==> src/rtl/up_sequencer_if.sv <==
// Bus between the uP fetch register/datapath and the fetch/execute sequencer.
//   run, step       : run level and single-step pulse
//   instr, c_flag,
//   z_flag          : registered opcode and ALU flags from the fetch/flag registers
//   phase, halted   : 0 = FETCH / 1 = EXECUTE, and HALT state indicator
//   pc_en .. alu_sel: datapath enables and ALU operation select
//   retired         : retired-instruction count, RET_W bits, wraps
interface up_sequencer_if #(
  parameter int unsigned RET_W = 8
);
  logic             run;
  logic             step;
  logic [3:0]       instr;
  logic             c_flag;
  logic             z_flag;
  logic             phase;
  logic             halted;
  logic             pc_en;
  logic             pc_load;
  logic             fetch_en;
  logic             accu_en;
  logic             flags_en;
  logic             bus1_en;
  logic             bus2_en;
  logic             in_en;
  logic             out_en;
  logic             ram_cs;
  logic             ram_we;
  logic [2:0]       alu_sel;
  logic [RET_W-1:0] retired;

  modport master (
    output run, step, instr, c_flag, z_flag,
    input  phase, halted, pc_en, pc_load, fetch_en, accu_en, flags_en,
           bus1_en, bus2_en, in_en, out_en, ram_cs, ram_we, alu_sel, retired
  );

  modport slave (
    input  run, step, instr, c_flag, z_flag,
    output phase, halted, pc_en, pc_load, fetch_en, accu_en, flags_en,
           bus1_en, bus2_en, in_en, out_en, ram_cs, ram_we, alu_sel, retired
  );
endinterface

==> src/rtl/up_sequencer.sv <==
// Fetch/execute sequencer and control decoder for the 4-bit uP datapath.
// Alternates FETCH and EXECUTE, decodes the opcode and flags into datapath
// enables, supports run/halt/single-step and counts retired instructions.
//   clk   : rising-edge clock
//   reset : asynchronous, active-low reset (forces HALT, clears the counter)
//   bus   : up_sequencer_if.slave (run/step/instr/flags in, enables/retired out)
// The enables are decoded from the state register and the registered
// instr/flags only, so there is no combinational path from run or step.
module up_sequencer #(
  parameter int unsigned RET_W = 8
) (
  input logic           clk,
  input logic           reset,
  up_sequencer_if.slave bus
);

  typedef enum logic [1:0] {
    S_HALT  = 2'd0,
    S_FETCH = 2'd1,
    S_EXEC  = 2'd2
  } state_t;

  typedef enum logic [3:0] {
    OP_JC    = 4'b0000, OP_JNC   = 4'b0001, OP_CMPI = 4'b0010, OP_CMPM = 4'b0011,
    OP_LIT   = 4'b0100, OP_IN    = 4'b0101, OP_LD   = 4'b0110, OP_ST   = 4'b0111,
    OP_ADDI  = 4'b1000, OP_ADDM  = 4'b1001, OP_JMP  = 4'b1010, OP_OUT  = 4'b1011,
    OP_NANDI = 4'b1100, OP_NANDM = 4'b1101, OP_JZ   = 4'b1110, OP_JNZ  = 4'b1111
  } op_t;

  localparam logic [2:0] ALU_PASS_A = 3'b000;
  localparam logic [2:0] ALU_CMP    = 3'b001;
  localparam logic [2:0] ALU_PASS_B = 3'b010;
  localparam logic [2:0] ALU_ADD    = 3'b011;
  localparam logic [2:0] ALU_NAND   = 3'b100;

  state_t           state_q, state_d;
  logic             step_pend_q, step_pend_d;
  logic [RET_W-1:0] retired_q;

  logic       phase, halted, pc_en, pc_load, fetch_en, accu_en, flags_en;
  logic       bus1_en, bus2_en, in_en, out_en, ram_cs, ram_we;
  logic [2:0] alu_sel;

  // State, step-pending flag and retired counter (wraps silently)
  always_ff @(posedge clk or negedge reset) begin
    if (!reset) begin
      state_q     <= S_HALT;
      step_pend_q <= 1'b0;
      retired_q   <= '0;
    end else begin
      state_q     <= state_d;
      step_pend_q <= step_pend_d;
      if (state_q == S_EXEC) retired_q <= retired_q + RET_W'(1);
    end
  end

  // Next state and Moore decode of the datapath controls
  always_comb begin
    state_d     = state_q;
    step_pend_d = step_pend_q;
    phase       = 1'b0;
    halted      = 1'b0;
    pc_en       = 1'b0;
    pc_load     = 1'b0;
    fetch_en    = 1'b0;
    accu_en     = 1'b0;
    flags_en    = 1'b0;
    bus1_en     = 1'b0;
    bus2_en     = 1'b0;
    in_en       = 1'b0;
    out_en      = 1'b0;
    ram_cs      = 1'b0;
    ram_we      = 1'b0;
    alu_sel     = ALU_PASS_A;

    unique case (state_q)
      S_HALT: begin
        halted = 1'b1;
        // run has priority over a simultaneous step pulse
        if (bus.run) begin
          state_d     = S_FETCH;
          step_pend_d = 1'b0;
        end else if (bus.step) begin
          state_d     = S_FETCH;
          step_pend_d = 1'b1;
        end
      end

      S_FETCH: begin
        fetch_en = 1'b1;
        pc_en    = 1'b1;
        state_d  = S_EXEC;
      end

      S_EXEC: begin
        phase       = 1'b1;
        step_pend_d = 1'b0;
        state_d     = (bus.run && !step_pend_q) ? S_FETCH : S_HALT;
        // Untaken jumps still advance the PC past the address byte
        unique case (op_t'(bus.instr))
          OP_JC:    begin pc_load = bus.c_flag;  pc_en = !bus.c_flag; end
          OP_JNC:   begin pc_load = !bus.c_flag; pc_en = bus.c_flag;  end
          OP_JZ:    begin pc_load = bus.z_flag;  pc_en = !bus.z_flag; end
          OP_JNZ:   begin pc_load = !bus.z_flag; pc_en = bus.z_flag;  end
          OP_JMP:   pc_load = 1'b1;
          OP_CMPI:  begin bus1_en = 1'b1; alu_sel = ALU_CMP; flags_en = 1'b1; end
          OP_CMPM:  begin ram_cs  = 1'b1; alu_sel = ALU_CMP; flags_en = 1'b1; end
          OP_LIT:   begin bus1_en = 1'b1; alu_sel = ALU_PASS_B; accu_en = 1'b1; end
          OP_IN:    begin in_en   = 1'b1; alu_sel = ALU_PASS_B; accu_en = 1'b1; end
          OP_LD:    begin ram_cs  = 1'b1; alu_sel = ALU_PASS_B; accu_en = 1'b1; end
          OP_ST:    begin ram_cs  = 1'b1; ram_we = 1'b1; bus2_en = 1'b1; alu_sel = ALU_PASS_A; end
          OP_OUT:   begin bus2_en = 1'b1; alu_sel = ALU_PASS_A; out_en = 1'b1; end
          OP_ADDI:  begin bus1_en = 1'b1; alu_sel = ALU_ADD; accu_en = 1'b1; flags_en = 1'b1; end
          OP_ADDM:  begin ram_cs  = 1'b1; alu_sel = ALU_ADD; accu_en = 1'b1; flags_en = 1'b1; end
          OP_NANDI: begin bus1_en = 1'b1; alu_sel = ALU_NAND; accu_en = 1'b1; flags_en = 1'b1; end
          OP_NANDM: begin ram_cs  = 1'b1; alu_sel = ALU_NAND; accu_en = 1'b1; flags_en = 1'b1; end
          default:  ;
        endcase
      end

      default: state_d = S_HALT;
    endcase
  end

  assign bus.phase    = phase;
  assign bus.halted   = halted;
  assign bus.pc_en    = pc_en;
  assign bus.pc_load  = pc_load;
  assign bus.fetch_en = fetch_en;
  assign bus.accu_en  = accu_en;
  assign bus.flags_en = flags_en;
  assign bus.bus1_en  = bus1_en;
  assign bus.bus2_en  = bus2_en;
  assign bus.in_en    = in_en;
  assign bus.out_en   = out_en;
  assign bus.ram_cs   = ram_cs;
  assign bus.ram_we   = ram_we;
  assign bus.alu_sel  = alu_sel;
  assign bus.retired  = retired_q;

endmodule

==> src/flat_wrapper.sv <==
// flat-port wrapper written by rule: the top's interface ports become plain ports
module up_sequencer_flat 
#(
  parameter int unsigned RET_W = 8
)
  (clk, reset, bus_run, bus_step, bus_instr, bus_c_flag, bus_z_flag, bus_phase, bus_halted, bus_pc_en, bus_pc_load, bus_fetch_en, bus_accu_en, bus_flags_en, bus_bus1_en, bus_bus2_en, bus_in_en, bus_out_en, bus_ram_cs, bus_ram_we, bus_alu_sel, bus_retired);
  up_sequencer_if #(.RET_W(RET_W)) bus_i ();
  input logic clk;
  input logic reset;
  input wire logic [$bits(bus_i.run)-1:0] bus_run;
  input wire logic [$bits(bus_i.step)-1:0] bus_step;
  input wire logic [$bits(bus_i.instr)-1:0] bus_instr;
  input wire logic [$bits(bus_i.c_flag)-1:0] bus_c_flag;
  input wire logic [$bits(bus_i.z_flag)-1:0] bus_z_flag;
  output wire logic [$bits(bus_i.phase)-1:0] bus_phase;
  output wire logic [$bits(bus_i.halted)-1:0] bus_halted;
  output wire logic [$bits(bus_i.pc_en)-1:0] bus_pc_en;
  output wire logic [$bits(bus_i.pc_load)-1:0] bus_pc_load;
  output wire logic [$bits(bus_i.fetch_en)-1:0] bus_fetch_en;
  output wire logic [$bits(bus_i.accu_en)-1:0] bus_accu_en;
  output wire logic [$bits(bus_i.flags_en)-1:0] bus_flags_en;
  output wire logic [$bits(bus_i.bus1_en)-1:0] bus_bus1_en;
  output wire logic [$bits(bus_i.bus2_en)-1:0] bus_bus2_en;
  output wire logic [$bits(bus_i.in_en)-1:0] bus_in_en;
  output wire logic [$bits(bus_i.out_en)-1:0] bus_out_en;
  output wire logic [$bits(bus_i.ram_cs)-1:0] bus_ram_cs;
  output wire logic [$bits(bus_i.ram_we)-1:0] bus_ram_we;
  output wire logic [$bits(bus_i.alu_sel)-1:0] bus_alu_sel;
  output wire logic [$bits(bus_i.retired)-1:0] bus_retired;
  assign bus_i.run = bus_run;
  assign bus_i.step = bus_step;
  assign bus_i.instr = bus_instr;
  assign bus_i.c_flag = bus_c_flag;
  assign bus_i.z_flag = bus_z_flag;
  assign bus_phase = bus_i.phase;
  assign bus_halted = bus_i.halted;
  assign bus_pc_en = bus_i.pc_en;
  assign bus_pc_load = bus_i.pc_load;
  assign bus_fetch_en = bus_i.fetch_en;
  assign bus_accu_en = bus_i.accu_en;
  assign bus_flags_en = bus_i.flags_en;
  assign bus_bus1_en = bus_i.bus1_en;
  assign bus_bus2_en = bus_i.bus2_en;
  assign bus_in_en = bus_i.in_en;
  assign bus_out_en = bus_i.out_en;
  assign bus_ram_cs = bus_i.ram_cs;
  assign bus_ram_we = bus_i.ram_we;
  assign bus_alu_sel = bus_i.alu_sel;
  assign bus_retired = bus_i.retired;
  up_sequencer #(.RET_W(RET_W)) u_core (.clk(clk), .reset(reset), .bus(bus_i));
endmodule
==> config.mk <==
export PLATFORM = sky130hd
export DESIGN_NAME = up_sequencer_flat
export DESIGN_NICKNAME = d
export VERILOG_FILES = /design/src/rtl/up_sequencer_if.sv /design/src/rtl/up_sequencer.sv /design/src/flat_wrapper.sv
export SDC_FILE = /design/constraint.sdc
export NUM_CORES = 1
export LEC_CHECK = 0
export ABC_AREA = 1
export ABC_CLOCK_PERIOD_IN_PS = 2400
export BUFFER_PORTS_ARGS = -buffer_cell sky130_fd_sc_hd__clkbuf_2
export CORE_MARGIN = 2
export CORE_UTILIZATION = 46
export DETAILED_ROUTE_END_ITERATION = 8
export MAX_ROUTING_LAYER = met4
export PLACE_DENSITY = 0.74
export SETUP_SLACK_MARGIN = 0.5
export SLEW_MARGIN = 20
export SYNTH_ARGS = -nofsm -noshare
export SYNTH_HDL_FRONTEND = slang
export SYNTH_SLANG_ARGS = --single-unit
==> constraint.sdc <==
create_clock -name clk -period 2.4 [get_ports clk]
set_input_delay 0.72 -clock clk [delete_from_list [all_inputs] [get_ports clk]]
set_output_delay 0.72 -clock clk [all_outputs]
set_load 0.05 [all_outputs]
==> impl_results.md, run 1 <==
- Yosys warning total: 0
- Gpl congestion: 0.8723
- Htree depth: 1
- IO Port Bufs: 33
- Clk sinks: 11
- Error msg: [ERROR DPL-0038] Utilization greater than 100%, impossible to legalize
- Largest area contributor in the netlist: dfrtp_1
- Top Ports: 34
- Root Buffer: clkbuf_4
- Most numerous cell in the Yosys netlist: nand2_1
- Pin count of the biggest net entering global routing: 12
- Crit. endpoint post-GRT repair: bus_pc_en
- Inst Count DP: between 150 and 200
- Mapped Cells: 111
- EDFF count, synth: 0
- Seq/Total Area, Yosys: 0.3427
- Avg Cell Area, Syn: about 7.2 um^2
- Halt Stage: global routing
- #FFs+latches synth: 11
- Primary FF master, synth: dfrtp_1
- Die width: 45.79 um
- Die Y: 45.79 um
- Worst EP Category: top-level output
- Outcome: did not finish
- Total CTS buffers: 3
- Net Count, Synth: 126
- Pre-CTS WS: -0.09735 ns
- Synth cell types: 23
- Async S/R FF share, synth: 1.000
- CTS max path bufs: 2
- Initial Utilization: 0.4756
- Largest cells by area after synthesis: dfrtp_1 34%, nand2_1 12%, ha_1 7.8%, inv_1 7.0%, xor2_1 6.5%
- Synth top area share: 0.3427
- # rows: 15
- Hpwl dp: roughly 1500 um
- Placed Area: 1159 um^2
- Top post-synthesis cells by count: 26 x nand2_1, 15 x inv_1, 12 x nor2_1, 11 x dfrtp_1
- Post-Syn Area: 803.3 um^2
[kinds of logic after synthesis]
group | count (synthesis) | share of synthesized area
buffers and inverters | 19 | 0.1012
AO/OA/AOI/OAI | 14 | 0.09346
XOR/XNOR | 6 | 0.06542
AND/OR/NAND/NOR | 56 | 0.3193
flip-flops | 11 | 0.3427
adder cells (fa/ha/maj) | 5 | 0.07788
[metrics by stage]
stage / hold WS [ns] / TNS (ns)
CTS: 0.3215 / 0
detailed placement: 0.4561 / -0.3000
global placement: 0.4549 / -0.2121
floorplan: 0.4244 / -0.7025
[what timing repair did]
| item | CTS |
|---|---|
| setup endpoints to repair | 16 |
| resized for setup | 71 |
| cloned | 0 |
| hold buffers | 0 |
| endpoints found under the hold margin | 0 |
| setup buffers | 7 |
| pin swaps | 8 |
==> inputs of run 2 (changes only) <==
- CORE_AREA: not set -> 2 2 63 65
- CORE_MARGIN: 2 -> not set
- CORE_UTILIZATION: 46 -> not set
- DIE_AREA: not set -> 0 0 65 67
- MAX_ROUTING_LAYER: met4 -> not set
- PLACE_DENSITY: 0.74 -> not set
- PLACE_DENSITY_LB_ADDON: not set -> 0.15
- SETUP_SLACK_MARGIN: 0.5 -> not set
==> run 2 against run 1 <==
Against the previous run:
- the flow now finishes without violations
- synthesized area unchanged
- synthesized cell count unchanged
==> impl_results.md, run 2 <==
- Avg Cell Area, Syn: 7.237 um^2 (unchanged)
- DRC Markers: 0
- PD cells: 1027 nW/um^2
- Flop pwr share: 0.228
- Largest area contributor in the netlist: dfrtp_1
- Max reg flops: 8
- Most common cell after layout, fill and taps aside: clkbuf_2
- Vias: 878
- Crit path kind: input port to output port
- Vias in the first global route: between 800 and 900
- Required @ worst endpoint: 1.68 ns
- Global-route wire length before repair: 3519 um
- Async S/R FF share, synth: 1.000 (unchanged)
- Largest cells by area after synthesis: dfrtp_1 34%, nand2_1 12%, ha_1 7.8%, inv_1 7.0%, xor2_1 6.5%
- Router iterations before antenna repair: 2
- Peak Freq: 422.6 MHz
- Fin nets: 176
- Total CTS buffers: 3 (unchanged)
- Max Cap Viol: 0
- Worst skew pair latency: 0.23 ns
- Outcome: completed
- Critical path startpoint category: input port
- #FFs+latches synth: 11 (unchanged)
- Htree depth: 1 (unchanged)
- Clk sinks: 11 (unchanged)
- Root Buffer: clkbuf_8
- Final ANT Viol Nets: 0
- Final worst slack: 0.03345 ns
- Psw: 763.9 uW
- Worst slew pin tran: between 0.2 and 0.3 ns
- Commonest non-fill, non-tap cells in the layout: 24 x clkbuf_2, 21 x nand2_1, 15 x buf_4
- Clk pwr share: 0.126
- Worst Path Arrival: 1.65 ns
- Antenna Cells: 0
- IO Port Bufs: 33 (unchanged)
- Antenna violations before repair: 0
- CTS tree: built
- Final setup skew: 0.001748 ns
- Crit. End Element: output port
- Hpwl dp: 1693 um (+13%)
- Layout cells sized above 1: 0.5250
- Die Y: 67 um (+46%)
- Clock slew at reported path FFs: 0.05 ns
- Combinational share of power: 0.646
- CTS max path bufs: 2 (unchanged)
- Crit share post-route: 0.9861
- Initial Utilization: 0.2228 (-0.2528)
- Pin count of the biggest net entering global routing: 12
- Lkg Pwr: slightly above 0.0007 uW
- Die area: 4355 um^2
- Routed len/inst: 9.913 um
- Drt initial violations: 27
- Mapped Cells: 111 (unchanged)
- Global Route Usage Sum: 0.1033
- Primary FF master, synth: dfrtp_1
- Min Tclk post-route: 2.367 ns
- Vias per cell: 4.221
- Pre-CTS WS: -0.1036 ns (-0.006257 ns)
- Most numerous cell in the Yosys netlist: nand2_1
- Synth top area share: 0.3427 (unchanged)
- VDD IR-drop max: 514.4 uV
- Final setup TNS: 0 ns
- Switching portion of total power: 0.5376
- Post-Syn Area: 803.3 um^2 (unchanged)
- Die width: 65 um (+42%)
- Largest fanout on the critical path: 9
- EDFF count, synth: 0 (unchanged)
- Synth cell types: 23 (unchanged)
- Rel. slew slack: 0.8106
- Seq/Total Area, Yosys: 0.3427 (unchanged)
- # setup viols final: 0
- Yosys warning total: 0 (unchanged)
- Hold Crit Class: input port to async pin
- Net Count, Synth: 126 (unchanged)
- Cell internal pwr: 657.1 uW
- Core area: ~3600 um^2
- Final WL: 2062 um
- Top Ports: 34 (unchanged)
- # hold bufs at CTS: 0 (unchanged)
- Gpl congestion: 0.8649 (-0.85%)
- GR Overflow Total: 0
- Top post-synthesis cells by count: 26 x nand2_1, 15 x inv_1, 12 x nor2_1, 11 x dfrtp_1
- Area growth syn-to-layout: 72.27%
- Fin. max-slew vios: 0
- # rows: 22 (+7)
- Hold Violations, Final: 0
==> run 2: cell counts after synthesis <==
No cell type changed its count.
==> run 2: cells by family (layout without fill, tap and decap cells) <==
logic type                 count (synthesis)  after routing  share of synthesized area
and+or+nand+nor                           56             56                     0.3193
buffers and inverters                     19             68                     0.1012
AOI/OAI and AO/OA                         14             14                    0.09346
DFF                                       11             11                     0.3427
xor gates and xnor gates                   6              6                    0.06542
adders and majority gates                  5              5                    0.07788
==> run 2: worst max-delay path, cell delays in order <==
cell,delay (ns)
buf_12,0.12
inv_2,0.06
nor2_4,0.04
buf_4,0.12
buf_4,0.12
nor3_1,0.17
nor2_2,0.06
clkbuf_2,0.24
==> run 2: timing repair <==
action / CTS / global route
pin swaps: 1 / 8
resized for setup: 17 / 14
setup endpoints to repair: 6 / 7
setup buffers: 0 / 5
==> run 2: metal layers <==
metal,GRT usage,wire (um),vias up
li1,-,-,448
met1,0.1223,914,404
met2,0.1817,1009,22
met3,0.01689,110,4
met4,0.04787,27,0
met5,0,0,-
==> run 2: area by class of cell <==
class / count / area, um^2
fill: 380 / 2222
multi-input combinational: 81 / 568.0
timing repair buffer: 47 / 364.1
sequential: 11 / 275.3
inverter: 17 / 71.32
tap: 48 / 60.06
clock buffer: 4 / 45.04
==> run 2: metrics by stage <==
step	hold WS (ns)	instances	utilization	cell area, um^2	total power [uW]
2_1_floorplan	0.4244	111	-	902.1	991.3
3_3_place_gp	0.4615	199	0.3369	1215	1198
3_5_place_dp	0.4613	199	0.3369	1215	1213
4_1_cts	0.3571	203	0.3661	1320	1414
5_1_grt	0.3665	208	0.3838	1384	1523
6_report	0.3517	208	0.3838	1384	1421
==> run 2: power groups by stage <==
stage                     registers [uW]  clock network, uW  logic, uW
after floorplan                      457                  0        534
after global placement               327                  0        870
after detailed placement             331                  0        882
after CTS                            330                186        898
after global routing                 335                198        989
final                                324                179        917
==> run 2: final timing paths <==
path	end	cells past startpoint	start	slack, ns
worst max-delay path	bus_bus1_en	8	bus_instr[1]	0.03
worst min-delay path	u_core.bus.retired[7]	1	reset	0.35
worst max register to register	u_core.bus.retired[7]	8	u_core.state_q[0]	0.92
worst min register to register	u_core.bus.retired[7]	1	u_core.bus.retired[7]	0.46
max in group asynchronous	u_core.state_q[0]	1	reset	1.84
min in group clk	u_core.bus.retired[7]	1	u_core.bus.retired[7]	0.46
Power figures use the tool's default switching activity.
